`src/rtl/tohost_monitor_if.sv`:
```
// rtl/tohost_monitor_if.sv - data-memory store port observed by the tohost monitor
interface tohost_monitor_if;
    logic        wr_en;
    logic [31:0] wr_addr;
    logic [31:0] wr_data;
    logic [3:0]  wr_strb;

    modport master (
        output wr_en,
        output wr_addr,
        output wr_data,
        output wr_strb
    );

    modport slave (
        input wr_en,
        input wr_addr,
        input wr_data,
        input wr_strb
    );
endinterface

```
`src/rtl/tohost_monitor.sv`:
```
// rtl/tohost_monitor.sv - tohost store decoder with cycle-budget timeout and sticky verdict
module tohost_monitor #(
    parameter logic [31:0] TOHOST_ADDR = 32'h0000_1000,
    parameter logic [31:0] TIMEOUT     = 32'd5000
) (
    input  logic              clk,
    input  logic              rst,
    tohost_monitor_if.slave   bus,
    output logic              done,
    output logic              pass,
    output logic              fail,
    output logic              timeout,
    output logic              done_pulse,
    output logic [30:0]       fail_code,
    output logic [31:0]       cycles
);

    typedef enum logic [1:0] {
        ST_RUN,
        ST_PASS,
        ST_FAIL,
        ST_TIMEOUT
    } state_t;

    state_t      state;
    state_t      state_nx;
    logic [30:0] code_nx;
    logic [31:0] cycles_nx;
    logic [31:0] cycles_inc;
    logic        pulse_nx;
    logic        qualify;

    // A verdict store is a full-word, non-zero write to the lower tohost word.
    assign qualify = bus.wr_en
                  && (bus.wr_addr == TOHOST_ADDR)
                  && (bus.wr_strb == 4'b1111)
                  && (bus.wr_data != 32'd0);

    // Saturating increment keeps the counter pinned once it hits all ones.
    assign cycles_inc = (cycles == 32'hFFFF_FFFF) ? cycles : cycles + 32'd1;

    // Next-state decode; a verdict store takes priority over budget expiry on the same edge.
    always_comb begin
        state_nx  = state;
        code_nx   = fail_code;
        cycles_nx = cycles;
        pulse_nx  = 1'b0;
        if (state == ST_RUN) begin
            cycles_nx = cycles_inc;
            if (qualify) begin
                pulse_nx = 1'b1;
                if (bus.wr_data == 32'd1) begin
                    state_nx = ST_PASS;
                end else begin
                    state_nx = ST_FAIL;
                    // Even non-zero data is not a legal riscv-tests verdict; flag it distinctly.
                    code_nx  = bus.wr_data[0] ? bus.wr_data[31:1] : 31'h7FFF_FFFF;
                end
            end else if (cycles_inc == TIMEOUT) begin
                state_nx = ST_TIMEOUT;
                pulse_nx = 1'b1;
            end
        end
    end

    // State, counter, failure code and entry pulse registers; reset clears everything at once.
    always_ff @(posedge clk or negedge rst) begin
        if (!rst) begin
            state      <= ST_RUN;
            cycles     <= 32'd0;
            fail_code  <= 31'd0;
            done_pulse <= 1'b0;
        end else begin
            state      <= state_nx;
            cycles     <= cycles_nx;
            fail_code  <= code_nx;
            done_pulse <= pulse_nx;
        end
    end

    // Sticky flags are decoded straight from the state register, so nothing reaches them from inputs.
    assign done    = (state != ST_RUN);
    assign pass    = (state == ST_PASS);
    assign fail    = (state == ST_FAIL);
    assign timeout = (state == ST_TIMEOUT);

endmodule

```
`src/flat_wrapper.sv`:
```
// flat-port wrapper written by rule: the top's interface ports become plain ports
module tohost_monitor_flat 
#(
    parameter logic [31:0] TOHOST_ADDR = 32'h0000_1000,
    parameter logic [31:0] TIMEOUT     = 32'd5000
)
  (clk, rst, done, pass, fail, timeout, done_pulse, fail_code, cycles, bus_wr_en, bus_wr_addr, bus_wr_data, bus_wr_strb);
  tohost_monitor_if bus_i ();
  input  logic clk;
  input  logic rst;
  output logic done;
  output logic pass;
  output logic fail;
  output logic timeout;
  output logic done_pulse;
  output logic [30:0] fail_code;
  output logic [31:0] cycles;
  input wire logic [$bits(bus_i.wr_en)-1:0] bus_wr_en;
  input wire logic [$bits(bus_i.wr_addr)-1:0] bus_wr_addr;
  input wire logic [$bits(bus_i.wr_data)-1:0] bus_wr_data;
  input wire logic [$bits(bus_i.wr_strb)-1:0] bus_wr_strb;
  assign bus_i.wr_en = bus_wr_en;
  assign bus_i.wr_addr = bus_wr_addr;
  assign bus_i.wr_data = bus_wr_data;
  assign bus_i.wr_strb = bus_wr_strb;
  tohost_monitor #(.TOHOST_ADDR(TOHOST_ADDR), .TIMEOUT(TIMEOUT)) u_core (.clk(clk), .rst(rst), .bus(bus_i), .done(done), .pass(pass), .fail(fail), .timeout(timeout), .done_pulse(done_pulse), .fail_code(fail_code), .cycles(cycles));
endmodule
```
`config.mk`:
```
export PLATFORM = sky130hd
export DESIGN_NAME = tohost_monitor_flat
export DESIGN_NICKNAME = d
export VERILOG_FILES = /design/src/rtl/tohost_monitor_if.sv /design/src/rtl/tohost_monitor.sv /design/src/flat_wrapper.sv
export SDC_FILE = /design/constraint.sdc
export NUM_CORES = 1
export LEC_CHECK = 0
export ABC_AREA = 1
export CORE_ASPECT_RATIO = 1.1
export CORE_MARGIN = 2
export CORE_UTILIZATION = 30
export CTS_CLUSTER_DIAMETER = 30
export DETAILED_ROUTE_END_ITERATION = 16
export PLACE_DENSITY = 0.65
export RECOVER_POWER = 25
export SLEW_MARGIN = 20
export SYNTH_ARGS = -nofsm -noshare
export SYNTH_HDL_FRONTEND = slang
export SYNTH_SLANG_ARGS = --single-unit
```
`constraint.sdc`:
```
create_clock -name clk -period 4.4 [get_ports clk]
set_input_delay 0.88 -clock clk [delete_from_list [all_inputs] [get_ports clk]]
set_output_delay 0.88 -clock clk [all_outputs]
set_load 0.01 [all_outputs]
```
Yosys cells after proc, flatten, opt, wreduce, memory -nomap -nowiden
Index checks and enable logic that the tools add are counted.
- register bits after elaboration: 66
- input port bits: 71
- bitwise operators: 1
- add/subtract/negate cells: 1
- muxes and demuxes: 8
- reduce and logical (&&, ||, !) cells: 9
- eq/ne operators: 8
- operators with widths (operator ; count):
    $eq A32 B13 Y1 const B ; 2
    $add A32 B1 Y32 const B ; 1
    $eq A32 B1 Y1 const B ; 1
    $eq A32 B32 Y1 const B ; 1
    $mux W32 ; 1
    $reduce_bool A32 Y1 ; 1
    $mux W31 ; 1
    $mux W2 ; 3
    $eq A2 B2 Y1 const B ; 2
    $eq A4 B4 Y1 const B ; 1
    $reduce_bool A2 Y1 ; 2
    $logic_and A1 B1 Y1 ; 3
    $mux W1 ; 3
    $reduce_and A3 Y1 ; 1
    $eq A2 B1 Y1 const B ; 1
    $logic_not A2 Y1 ; 1
    $reduce_and A2 Y1 ; 1
    $not A1 Y1 ; 1

Longest topological paths before layout
- depth in word-level cells: 6
- gate-level depth with buffers: 16
- depth with buffers taken out: 15

Worst setup path before layout
OpenSTA, ideal clock, no wires.
- kind: input-to-reg
- start point: input bus_wr_addr[1]
- end point: register u_core.fail_code[10]
- stages on the path: 9
- arrival: 2209 ps
- slack: 2061 ps
- data required time: 4270 ps
- library setup time: 130 ps
- path through: or2_2 nor4_1 and3_1 nand3_1 inv_1 nand3_2 clkbuf_1 nand2_1 o21ai_0
- word-level cells in the longest chain between the ends: 5
- RTL lines (what ; line ; RTL):
    from (decl) ; flat_wrapper.sv:19 ; input wire logic [$bits(bus_i.wr_addr)-1:0] bus_wr_addr;
    $eq A32 B13 Y1 ; tohost_monitor.sv:35 ; && (bus.wr_addr == TOHOST_ADDR)
    $logic_and A1 B1 Y1 ; tohost_monitor.sv:35 ;
    $logic_and A1 B1 Y1 ; tohost_monitor.sv:36 ; && (bus.wr_strb == 4'b1111)
    $logic_and A1 B1 Y1 ; tohost_monitor.sv:37 ; && (bus.wr_data != 32'd0);
    $reduce_and A3 Y1 (no line) ; n/a ;
    to (signal assigned) ; tohost_monitor.sv:76 ; fail_code <= code_nx;
    to (decl) ; tohost_monitor.sv:14 ; output logic [30:0] fail_code,
No other way between the ends.
A chain may end at the register's enable or synchronous reset.

Final worst setup path
- start point: input bus_wr_addr[1]
- end point: register u_core.fail_code[14]
Same word-level chain as after synthesis.

==> flow_metrics.py <==
metrics = {
    "global_routing": {
        "grt_max_degree": 63,
        "grtUsageMet1_pct": 22.06,
        "first_global_vias": 4504,
        "met2_usage_pct": 30.51,
        "overflow": 0,
        "gr-usage-met3_pct": 6.162,
        "top_usage_layer": "met2",
        "grt_usage_pct": 18.47,
        "grt_pass1_wl_um": 22140,
        "antenna_found_initial": 0,
    },
    "min_path": {
        "hold_end": "u_core.fail_code[19]",
        "min-delay-start": "u_core.fail_code[19]",
        "holdPathStages": 2,
        "hp-class": "flop to flop",
    },
    "layout": {
        "antenna_cells": 0,
        "layout_common_cells": "196 x nand2_1, 140 x nor2_1, 137 x clkdlybuf4s50_1",
        "final_area_sq_um": 6182,
        "drive_gt1_share_pct": 5.514,
        "nNetsFinal": 865,
        "syn_to_final_growth_pct": 44.22,
        "final_common_cell": "nand2_1",
    },
    "status": {
        "violations": "capacitance limit, slew limit",
        "status": "finished with violations",
    },
    "critical_path": {
        "reg2reg_to": "u_core.state[1]",
        "startpoint_type": "input pin",
        "critPathLaunch": "bus_wr_addr[1]",
        "rr_worst_depth": 15,
        "r2r_slack_ps": 1500,
        "reg2reg_from": "u_core.cycles[0]",
        "cp_data_required_time_ps": 4630,
        "endpoint_kind": "flop",
        "setup.worst_path.class": "input pin to flop",
        "critical_path_arrival_ps": 3580,
        "crit_fanout": 62,
    },
    "pwr": {
        "clockPowerShare_pct": 54.6,
        "p_int_mw": 1.253,
        "leakagePower_nw": 2.590,
        "power_density_nw_per_um2": 253.6,
        "worst_ir_drop_vdd_mv": 0.1819,
        "p_seq_share_pct": 38.7,
        "p_switching_mw": 0.3152,
        "switching_share_pct": 20.10,
        "combinationalPowerShare_pct": 6.6,
    },
    "clock_tree": {
        "cts_tree": "done",
        "cts_buffers": 9,
        "clock_sink_count": 66,
        "cts_max_level": 3,
        "ctsResizeCount": 0,
        "cts_root_buf": "clkbuf_16",
        "worstSkewPairLatency_ps": 340,
        "post_cts_buffers": 0,
        "clkTransAtPathRegs_ps": 60,
        "cts_buffer_depth": 2,
        "ctsHoldBuffers": 0,
    },
    "sta": {
        "finalHoldViolations": 0,
        "slew_headroom_pct": -55.18,
        "finalMaxSlewViolations": 42,
        "period_share_pct": 76.27,
        "worstMarginPinSlew_ps": 2328,
        "setup_viol": 0,
        "rsz0062_at_grt": "no",
        "hold_ws_ps": 486.7,
        "fin_crit_ps": 3356,
        "worst_slack_ps": 1044,
        "max_freq_mhz": 298.0,
        "finClkSkew_ps": 5.887,
        "tns_ps": 0,
    },
    "routing": {
        "vias_per_cell": 4.738,
        "drt_wl_total_um": 13820,
        "drc": 0,
        "vias": 4672,
        "ant_nets": 0,
        "first_pass_iters": 5,
        "drtIter0Drc": 314,
        "routedWlPerCell_um": 14.02,
    },
    "yosys": {
        "synth-simple-area-share_pct": 44.45,
        "synth_top_family_by_area": "simple AND/OR/NAND/NOR gates",
        "yosysUniqueCellTypes": 30,
        "avgSynthCellArea_sq_um": 6.495,
        "synth_cells": 660,
        "netlist.area_leader.share_pct": 38.53,
        "seq_area_frac_synth_pct": 38.53,
        "synth_area_sq_um": 4287,
        "yosysTopAreaCell": "dfrtp_1",
        "syn_nets": 732,
        "synthXorXnorAreaFrac_pct": 1.226,
        "synth.top_cells.by_area": "dfrtp_1 39%, nand2_1 17%, nor2_1 12%",
        "synth_fa_ha_area_share_pct": 0.2919,
        "yosys_warnings": 0,
        "yosys_register_bits": 66,
        "synth_compound_area_share_pct": 8.377,
        "synthMuxAreaShare_pct": 0,
    },
    "floorplan": {
        "floorplan.initialDensity_pct": 30.82,
        "chipHeight_um": 129.4,
        "core-area_sq_um": 13910,
        "die_area_sq_um": 15260,
        "row_count": 45,
        "ioPinCount": 139,
        "fp.dieW_um": 118.0,
    },
    "placement": {
        "io_buffer_count": 138,
        "dp_hpwl_um": 10650,
        "place_ws_ps": 656.3,
        "globalplace.congestion": 0.9171,
        "placed_area_sq_um": 5833,
    },
    "run": {
        "max-cap-violations": 1,
    },
}
==> power groups by stage <==
stage,Combinational [mW],Sequential [mW],Clock (mW)
finish,0.104,0.607,0.856
global route,0.116,0.607,0.906
CTS,0.106,0.607,0.882
detailed placement,0.106,0.618,0
global placement,0.106,0.618,0
floorplan,0.0206,0.618,0
==> registers in the layout, summed over array words and instances (netlist names) <==
signal	count
u_core.state	2
u_core.fail_code	31
u_core.cycles	32
u_core.done_pulse	1
==> final cells by class <==
| class | instances | area (sq um) |
|---|---|---|
| Sequential cell | 66 | 1652 |
| Clock inverter | 5 | 100.1 |
| Fill cell | 1453 | 7725 |
| Timing Repair Buffer | 141 | 1395 |
| Inverter | 56 | 210.2 |
| Multi-Input combinational cell | 519 | 2337 |
| Clock buffer | 11 | 252.7 |
| Tap cell | 188 | 235.2 |
==> cells by family after synthesis <==
kind of cell	after synthesis
buffers and inverters	75
AOI/OAI and AO/OA	69
and+or+nand+nor	443
DFF	66
xor gates and xnor gates	6
adders and majority gates	1
==> through the flow <==
stage | total power, mW | std cells | util [%]
6_report | 1.568 | 986 | 44.45
5_1_grt | 1.629 | 986 | 44.45
4_1_cts | 1.595 | 986 | 44.48
3_5_place_dp | 0.7242 | 970 | 41.94
3_3_place_gp | 0.7236 | 970 | 41.94
2_1_floorplan | 0.6389 | 660 | -
==> worst max-delay path, stage by stage <==
cell,delay [ps]
clkdlybuf4s50_1,390
or2_2,300
nor4_1,350
and3_1,210
nand3_1,100
inv_1,120
nand3_2,740
o21ai_0,470
==> metal layers <==
metal,routed length [um],vias up
met1,5915,2099
li1,-,2379
met3,1128,30
met4,429,0
met2,6349,164
met5,0,-
==> Yosys cell counts <==
cell,number
nand3_1,59
nand2_1,196
nor3_1,5
clkbuf_1,15
nor2_1,141
nand2_4,4
a31oi_1,6
nor2_4,3
a21oi_2,1
o21ai_0,59
a21boi_0,1
nand3b_1,2
ha_1,1
dfrtp_1,66
or2_2,4
nand4_1,11
inv_2,3
nor4_1,6
nand2_2,3
nor2_2,4
nor3b_1,2
a21oi_1,2
and3_1,1
nand3_2,1
nor2_8,1
buf_6,3
inv_1,53
xnor2_1,1
buf_2,1
xor2_1,5
==> worst max path at each step <==
stage	to	slack [ps]	depth (start not counted)
after floorplan	u_core.fail_code[10]	2060	9
after global placement	u_core.fail_code[23]	840	8
after detailed placement	u_core.fail_code[8]	660	8
after CTS	u_core.fail_code[14]	1050	8
after global routing	u_core.fail_code[7]	690	8
final	u_core.fail_code[14]	1040	8
No activity file was read; power rests on OpenSTA's default activity.
